`config.mk`:
```
export PLATFORM = sky130hd
export DESIGN_NAME = data_req_responder
export DESIGN_NICKNAME = d
export VERILOG_FILES = /design/src/rtl/data_req_responder_pkg.sv /design/src/rtl/data_req_responder_req_ring_buffer.sv /design/src/rtl/data_req_responder.sv
export SDC_FILE = /design/constraint.sdc
export NUM_CORES = 1
export LEC_CHECK = 0
export BUFFER_PORTS_ARGS = -buffer_cell sky130_fd_sc_hd__buf_2
export CORE_ASPECT_RATIO = 0.75
export CORE_MARGIN = 4
export CORE_UTILIZATION = 56
export DETAILED_ROUTE_END_ITERATION = 12
export PLACE_DENSITY = 0.83
export SYNTH_ARGS = -nofsm -noshare
export SYNTH_HDL_FRONTEND = slang
export SYNTH_HIERARCHICAL = 1
export SYNTH_SLANG_ARGS = --single-unit
```
`constraint.sdc`:
```
create_clock -name clk -period 3.7 [get_ports clk]
set_input_delay 0.37 -clock clk [delete_from_list [all_inputs] [get_ports clk]]
set_output_delay 0.37 -clock clk [all_outputs]
set_load 0.02 [all_outputs]
```
`src/rtl/data_req_responder_pkg.sv`:
```
// Shared types for the data-side request responder.
// Entry layout and access-size encoding used by buffer and top.
package data_req_responder_pkg;

    localparam logic [1:0] SZ_BYTE = 2'd0;
    localparam logic [1:0] SZ_HALF = 2'd1;
    localparam logic [1:0] SZ_WORD = 2'd2;

    typedef struct packed {
        logic        wr;
        logic        cached;
        logic [31:0] addr;
        logic [1:0]  size;
        logic [3:0]  wstrb;
        logic [31:0] wdata;
    } data_req_entry_t;

    // Encodings above word are folded onto word.
    function automatic logic [1:0] norm_size(input logic [2:0] sz);
        return (sz > 3'd2) ? SZ_WORD : sz[1:0];
    endfunction

endpackage

```
`src/rtl/data_req_responder_req_ring_buffer.sv`:
```
// Circular store of accepted requests with accept/issue/complete
// pointers and occupancy counters.
module req_ring_buffer
    import data_req_responder_pkg::*;
#(
    parameter int DEPTH = 4
) (
    input  logic                       clk,
    input  logic                       reset,
    input  logic                       i_wr_en,
    input  data_req_entry_t            i_wr_entry,
    input  logic                       i_iss_en,
    input  logic                       i_cmp_en,
    output data_req_entry_t            o_iss_entry,
    output logic [$clog2(DEPTH):0]     o_pend,
    output logic [$clog2(DEPTH):0]     o_unissued
);

    localparam int PW = $clog2(DEPTH);
    localparam int CW = PW + 1;

    data_req_entry_t r_mem [DEPTH];
    logic [PW-1:0]   r_acc_ptr;
    logic [PW-1:0]   r_iss_ptr;
    logic [PW-1:0]   r_cmp_ptr;
    logic [CW-1:0]   r_pend;
    logic [CW-1:0]   r_unissued;

    always_ff @(posedge clk) begin
        if (i_wr_en) begin
            r_mem[r_acc_ptr] <= i_wr_entry;
        end
    end

    always_ff @(posedge clk or posedge reset) begin
        if (reset) begin
            r_acc_ptr  <= '0;
            r_iss_ptr  <= '0;
            r_cmp_ptr  <= '0;
            r_pend     <= '0;
            r_unissued <= '0;
        end else begin
            if (i_wr_en) begin
                r_acc_ptr <= r_acc_ptr + PW'(1);
            end
            if (i_iss_en) begin
                r_iss_ptr <= r_iss_ptr + PW'(1);
            end
            if (i_cmp_en) begin
                r_cmp_ptr <= r_cmp_ptr + PW'(1);
            end
            r_pend     <= r_pend + CW'(i_wr_en) - CW'(i_cmp_en);
            r_unissued <= r_unissued + CW'(i_wr_en) - CW'(i_iss_en);
        end
    end

    // Slot at iss_ptr is never the write target while it is unissued.
    assign o_iss_entry = r_mem[r_iss_ptr];
    assign o_pend      = r_pend;
    assign o_unissued  = r_unissued;

endmodule

```
`src/rtl/data_req_responder.sv`:
```
// Responder for the CPU data req/addr_ok/data_ok interface,
// issuing buffered requests in order onto a valid/ready bus.
module data_req_responder
    import data_req_responder_pkg::*;
#(
    parameter int DEPTH = 4
) (
    input  logic        clk,
    input  logic        reset,
    input  logic        data_req,
    input  logic        data_iscache,
    input  logic        data_wr,
    input  logic [3:0]  data_offset,
    input  logic [7:0]  data_index,
    input  logic [19:0] data_tag,
    input  logic [2:0]  data_size,
    input  logic [3:0]  data_wstrb,
    input  logic [31:0] data_wdata,
    output logic        data_addr_ok,
    output logic        data_data_ok,
    output logic [31:0] data_rdata,
    output logic        mem_req_valid,
    input  logic        mem_req_ready,
    output logic        mem_wr,
    output logic        mem_cached,
    output logic [31:0] mem_addr,
    output logic [1:0]  mem_size,
    output logic [3:0]  mem_wstrb,
    output logic [31:0] mem_wdata,
    input  logic        mem_resp_valid,
    input  logic [31:0] mem_rdata,
    output logic        proto_err
);

    localparam int CW = $clog2(DEPTH) + 1;
    localparam logic [CW-1:0] FULL = CW'(DEPTH);

    logic            w_accept;
    logic            w_valid;
    logic            w_fire;
    logic            w_cmp;
    logic            w_stray;
    logic [CW-1:0]   w_pend;
    logic [CW-1:0]   w_unissued;
    logic [CW-1:0]   w_outst;
    data_req_entry_t w_entry;
    data_req_entry_t w_iss;

    logic            r_data_ok;
    logic [31:0]     r_rdata;
    logic            r_proto_err;

    assign data_addr_ok = (w_pend != FULL);
    assign w_accept     = data_req & data_addr_ok;

    always_comb begin
        w_entry        = '0;
        w_entry.wr     = data_wr;
        w_entry.cached = data_iscache;
        w_entry.addr   = {data_tag, data_index, data_offset};
        w_entry.size   = norm_size(data_size);
        w_entry.wstrb  = data_wr ? data_wstrb : 4'b0000;
        w_entry.wdata  = data_wdata;
    end

    req_ring_buffer #(
        .DEPTH(DEPTH)
    ) u_ring (
        .clk        (clk),
        .reset      (reset),
        .i_wr_en    (w_accept),
        .i_wr_entry (w_entry),
        .i_iss_en   (w_fire),
        .i_cmp_en   (w_cmp),
        .o_iss_entry(w_iss),
        .o_pend     (w_pend),
        .o_unissued (w_unissued)
    );

    assign w_valid = (w_unissued != '0);
    assign w_fire  = w_valid & mem_req_ready;
    // Only issued-but-unanswered requests may absorb a response.
    assign w_outst = w_pend - w_unissued;
    assign w_cmp   = mem_resp_valid & (w_outst != '0);
    assign w_stray = mem_resp_valid & (w_outst == '0);

    always_ff @(posedge clk or posedge reset) begin
        if (reset) begin
            r_data_ok   <= 1'b0;
            r_rdata     <= '0;
            r_proto_err <= 1'b0;
        end else begin
            r_data_ok <= w_cmp;
            if (w_cmp) begin
                r_rdata <= mem_rdata;
            end
            if (w_stray) begin
                r_proto_err <= 1'b1;
            end
        end
    end

    assign data_data_ok  = r_data_ok;
    assign data_rdata    = r_rdata;
    assign proto_err     = r_proto_err;

    // Buffer slots are not reset, so fields are masked while idle.
    assign mem_req_valid = w_valid;
    assign mem_wr        = w_valid & w_iss.wr;
    assign mem_cached    = w_valid & w_iss.cached;
    assign mem_addr      = w_valid ? w_iss.addr  : '0;
    assign mem_size      = w_valid ? w_iss.size  : '0;
    assign mem_wstrb     = w_valid ? w_iss.wstrb : '0;
    assign mem_wdata     = w_valid ? w_iss.wdata : '0;

endmodule

```
==> metrics.txt <==
# TYPE chip_impl_metric gauge
chip_impl_metric{name="p_seq_share",unit="%"} 40.8
chip_impl_metric{name="finalHoldViolCount",unit=""} 0
chip_impl_metric{name="synthesis.area_per_instance",unit="um^2"} 21.7
chip_impl_info{name="tritoncts",value="done"} 1
chip_impl_metric{name="pin_count",unit=""} 218
chip_impl_metric{name="period_share",unit="%"} 78.3
chip_impl_metric{name="fp.coreArea",unit="mm^2"} 0.0224
chip_impl_info{name="worstPathCellList",value="buf_4 -> mux4_2 -> and2_1 -> buf_2"} 1
chip_impl_metric{name="globalplace.congestion",unit=""} 0.726
chip_impl_metric{name="post_cts.resized_instances",unit=""} 0
chip_impl_metric{name="drv_cap",unit=""} 0
chip_impl_metric{name="aggregate_global_routing_overflow",unit=""} 0
chip_impl_metric{name="worst_ep_required_time",unit="ps"} 3330
chip_impl_metric{name="global_route_wire_length_before_repair",unit="mm"} 38.4
chip_impl_info{name="worst-setup-path-type",value="flop to output port"} 1
chip_impl_metric{name="power_switching",unit="uW"} 4500
chip_impl_metric{name="cts_buffers",unit=""} 30
chip_impl_info{name="cpMaxStageDelayCell",value="sky130_fd_sc_hd__dfrtp_4"} 1
chip_impl_metric{name="yosys_register_bits",unit=""} 332
chip_impl_metric{name="drt_pre_antenna_iters",unit=""} 5
chip_impl_metric{name="cts_max_level",unit=""} 1
chip_impl_metric{name="synth.cell_area",unit="mm^2"} 0.0130
chip_impl_metric{name="placementRows",unit=""} 47
chip_impl_metric{name="drt_iter0_markers",unit=""} 370
chip_impl_metric{name="cts.sink_count",unit=""} 332
chip_impl_info{name="rsz0062_at_grt",value="no"} 1
chip_impl_metric{name="grt_usage",unit="%"} 19.2
chip_impl_metric{name="seq_area_frac_synth",unit="%"} 75.2
chip_impl_metric{name="combinationalPowerShare",unit="%"} 37.5
chip_impl_metric{name="report.final.slew_viol_count",unit=""} 0
chip_impl_metric{name="clock_network_power_share",unit="%"} 21.6
chip_impl_metric{name="deepest_clock_path_buffer_count",unit=""} 3
chip_impl_metric{name="layout-drive-gt1-share",unit="%"} 44.5
chip_impl_metric{name="flow.area_growth_from_synthesis",unit="%"} 18.1
chip_impl_metric{name="die_x",unit="um"} 184
chip_impl_metric{name="critPathMaxStageDelay",unit="ps"} 720
chip_impl_metric{name="antenna_violations_before_repair",unit=""} 4
chip_impl_metric{name="synth-warning-count",unit=""} 6
chip_impl_metric{name="die_h",unit="um"} 140
chip_impl_metric{name="die-area",unit="mm^2"} 0.0257
chip_impl_metric{name="p_per_area",unit="mW/mm^2"} 878
chip_impl_metric{name="nNetsFinal",unit=""} 953
chip_impl_metric{name="clock_insertion_delay_worst_skew",unit="ps"} 530
chip_impl_metric{name="fin_setup_tns",unit="ps"} 0
chip_impl_info{name="hold_class",value="input port to flop"} 1
chip_impl_metric{name="crit_arrival",unit="ps"} 2530
chip_impl_metric{name="setup_viol_count_final",unit=""} 0
chip_impl_metric{name="max_slew_margin",unit="%"} 48.6
chip_impl_metric{name="drc_errors",unit=""} 0
chip_impl_metric{name="p_sw_share",unit="%"} 33.5
chip_impl_metric{name="skew",unit="ps"} 9.06
chip_impl_metric{name="estimated_wirelength_of_the_detail_placed_design",unit="mm"} 15.1
chip_impl_metric{name="routed_wirelength",unit="mm"} 24.5
chip_impl_metric{name="avgViaCountPerCell",unit=""} 5.47
chip_impl_metric{name="grt_pass1_vias",unit=""} 6535
chip_impl_metric{name="ys_types",unit=""} 26
chip_impl_metric{name="clk_pin_slew",unit="ps"} 60
chip_impl_metric{name="initial_core_util",unit="%"} 57.8
chip_impl_metric{name="tightestPinTransition",unit="ps"} 770
chip_impl_metric{name="total_via_count_after_detailed_routing",unit=""} 6280
chip_impl_metric{name="path_max_fanout",unit=""} 21
chip_impl_metric{name="max_freq",unit="MHz"} 345
chip_impl_metric{name="avgRoutedWirePerCell",unit="um"} 21.4
chip_impl_metric{name="period_needed",unit="ps"} 2900
chip_impl_metric{name="total_power_draw",unit="uW"} 13400
chip_impl_info{name="outcome",value="finished, final reports clean"} 1
chip_impl_metric{name="syn-num-nets",unit=""} 718
chip_impl_info{name="cp_startpoint_kind",value="flop"} 1
chip_impl_info{name="cts_root_buf",value="sky130_fd_sc_hd__clkbuf_16"} 1
chip_impl_metric{name="post_route_ant_nets",unit=""} 0
chip_impl_info{name="cp-end-kind",value="output port"} 1
chip_impl_metric{name="power.internal",unit="uW"} 8930
chip_impl_metric{name="grt_max_degree",unit=""} 74
chip_impl_metric{name="syn_inst",unit=""} 596
chip_impl_metric{name="total_leakage_power",unit="uW"} 0.00570
chip_impl_metric{name="ir_drop",unit="mV"} 0.615
chip_impl_metric{name="placement.io_buffers",unit=""} 217
## Yosys cell counts
cell type                  number  share of area, %
sky130_fd_sc_hd__xnor2_1        3              0.20
sky130_fd_sc_hd__or2_2          1             0.048
sky130_fd_sc_hd__fa_1           2              0.31
sky130_fd_sc_hd__o21ai_0        1             0.039
sky130_fd_sc_hd__nor2b_1        1             0.048
sky130_fd_sc_hd__a21o_1         1             0.058
sky130_fd_sc_hd__ha_1          10              0.97
sky130_fd_sc_hd__buf_4          1             0.058
sky130_fd_sc_hd__edfxtp_1     288                67
sky130_fd_sc_hd__and2_1        82               4.0
sky130_fd_sc_hd__clkbuf_1       8              0.23
sky130_fd_sc_hd__mux4_2        72                13
sky130_fd_sc_hd__buf_12         3              0.46
sky130_fd_sc_hd__nand3_4        1              0.14
sky130_fd_sc_hd__mux2_2         3              0.26
sky130_fd_sc_hd__inv_1         16              0.46
sky130_fd_sc_hd__mux2_4        29               3.4
sky130_fd_sc_hd__buf_6          7              0.61
sky130_fd_sc_hd__nand2_1        5              0.14
sky130_fd_sc_hd__buf_2          8              0.31
sky130_fd_sc_hd__dfrtp_1       44               8.5
sky130_fd_sc_hd__or3_1          1             0.048
sky130_fd_sc_hd__or3_4          1             0.087
sky130_fd_sc_hd__nand4_1        1             0.048
sky130_fd_sc_hd__xor2_1         5              0.34
sky130_fd_sc_hd__nor2_1         2             0.058
## through the flow
step	area (um^2)	utilization (%)	hold WS [ps]	cells	setup slack, ps
4_1_cts	15300	68.3	11.5	1146	701
3_5_place_dp	14400	64.1	369	1092	1230
6_report	15300	68.3	46.1	1148	805
2_1_floorplan	13000	-	210	596	651
5_1_grt	15300	68.3	18.4	1148	605
3_3_place_gp	14400	64.1	369	1092	1260
## state kept, by name (all words and copies together), names as in the netlist
register and flops:
data_data_ok 1, data_rdata 32, proto_err 1, u_ring/o_pend 3, u_ring/o_unissued 3, u_ring/r_acc_ptr 2
u_ring/r_iss_ptr 2, u_ring/r_mem 288
## cells in the final DEF, fill, tap and decap left out, types with 8 or more instances in the layout
master                      synthesis  routed
sky130_fd_sc_hd__edfxtp_1         288     288
sky130_fd_sc_hd__buf_2              8     217
sky130_fd_sc_hd__and2_1            82      78
sky130_fd_sc_hd__mux4_2            72      72
sky130_fd_sc_hd__dfrtp_1           44      42
sky130_fd_sc_hd__clkbuf_16          0      31
sky130_fd_sc_hd__mux2_4            29      29
sky130_fd_sc_hd__inv_1             16      16
sky130_fd_sc_hd__ha_1              10      10
sky130_fd_sc_hd__clkbuf_1           8       9
sky130_fd_sc_hd__clkinv_1           0       8
## cells by family after synthesis
kind of cell,Yosys count,share of synthesized area [%]
flops,332,75.2
simple gates,95,4.58
mux,104,16.1
compound gates,2,0.0965
fa+ha+maj,12,1.27
buf+inv,43,2.13
xor+xnor,8,0.541
## final cells by class
cell class | instances | area [um^2]
antenna | 2 | 5.00
inverter | 16 | 60.1
sequential | 332 | 9760
tap | 294 | 368
multi-input combinational | 221 | 2940
fill | 1412 | 7100
timing repair buffer | 230 | 1250
clock buffer | 40 | 810
clock inverter | 13 | 110
## power by group through the flow
stage	Clock [uW]	Combinational [uW]	Sequential (uW)
finish	2910	5040	5480
detailed placement	0	5110	5570
global placement	0	5040	5520
global route	3160	5410	5580
floorplan	0	3550	5580
CTS	2980	5150	5500
## worst max-delay path, delay by kind of cell (launching register included)
family | cells | cell delay (ps)
buffers and inverters | 2 | 550
DFF | 1 | 720
muxes | 1 | 550
and+or+nand+nor | 1 | 170
## final timing paths
path / startpoint / end / slack [ps] / cells after the start
min: data_iscache / u_ring/r_mem[1][70] / 50 / 1
max reg2reg: u_ring/o_pend[1] / u_ring/o_pend[2] / 1200 / 10
max: u_ring/r_iss_ptr[0] / mem_addr[28] / 800 / 4
min reg2reg: proto_err / proto_err / 480 / 1
min in group asynchronous: reset / u_ring/o_pend[2] / 360 / 3
max in group asynchronous: reset / data_rdata[15] / 2900 / 4
## routing by layer
metal  vias up  global-route usage, %  wire length [um]
li1       2813                      -                 -
met1      3216                   27.0              9970
met2       211                   31.2             12300
met3        36                   4.41              1770
met4         4                   4.23               436
met5         -                      0                14
## what timing repair did
action,4_1_cts,5_1_grt
hold buffers,1,0
setup buffers,0,0
hold endpoints to repair,44,0
No activity file was read; power rests on OpenSTA's default activity.
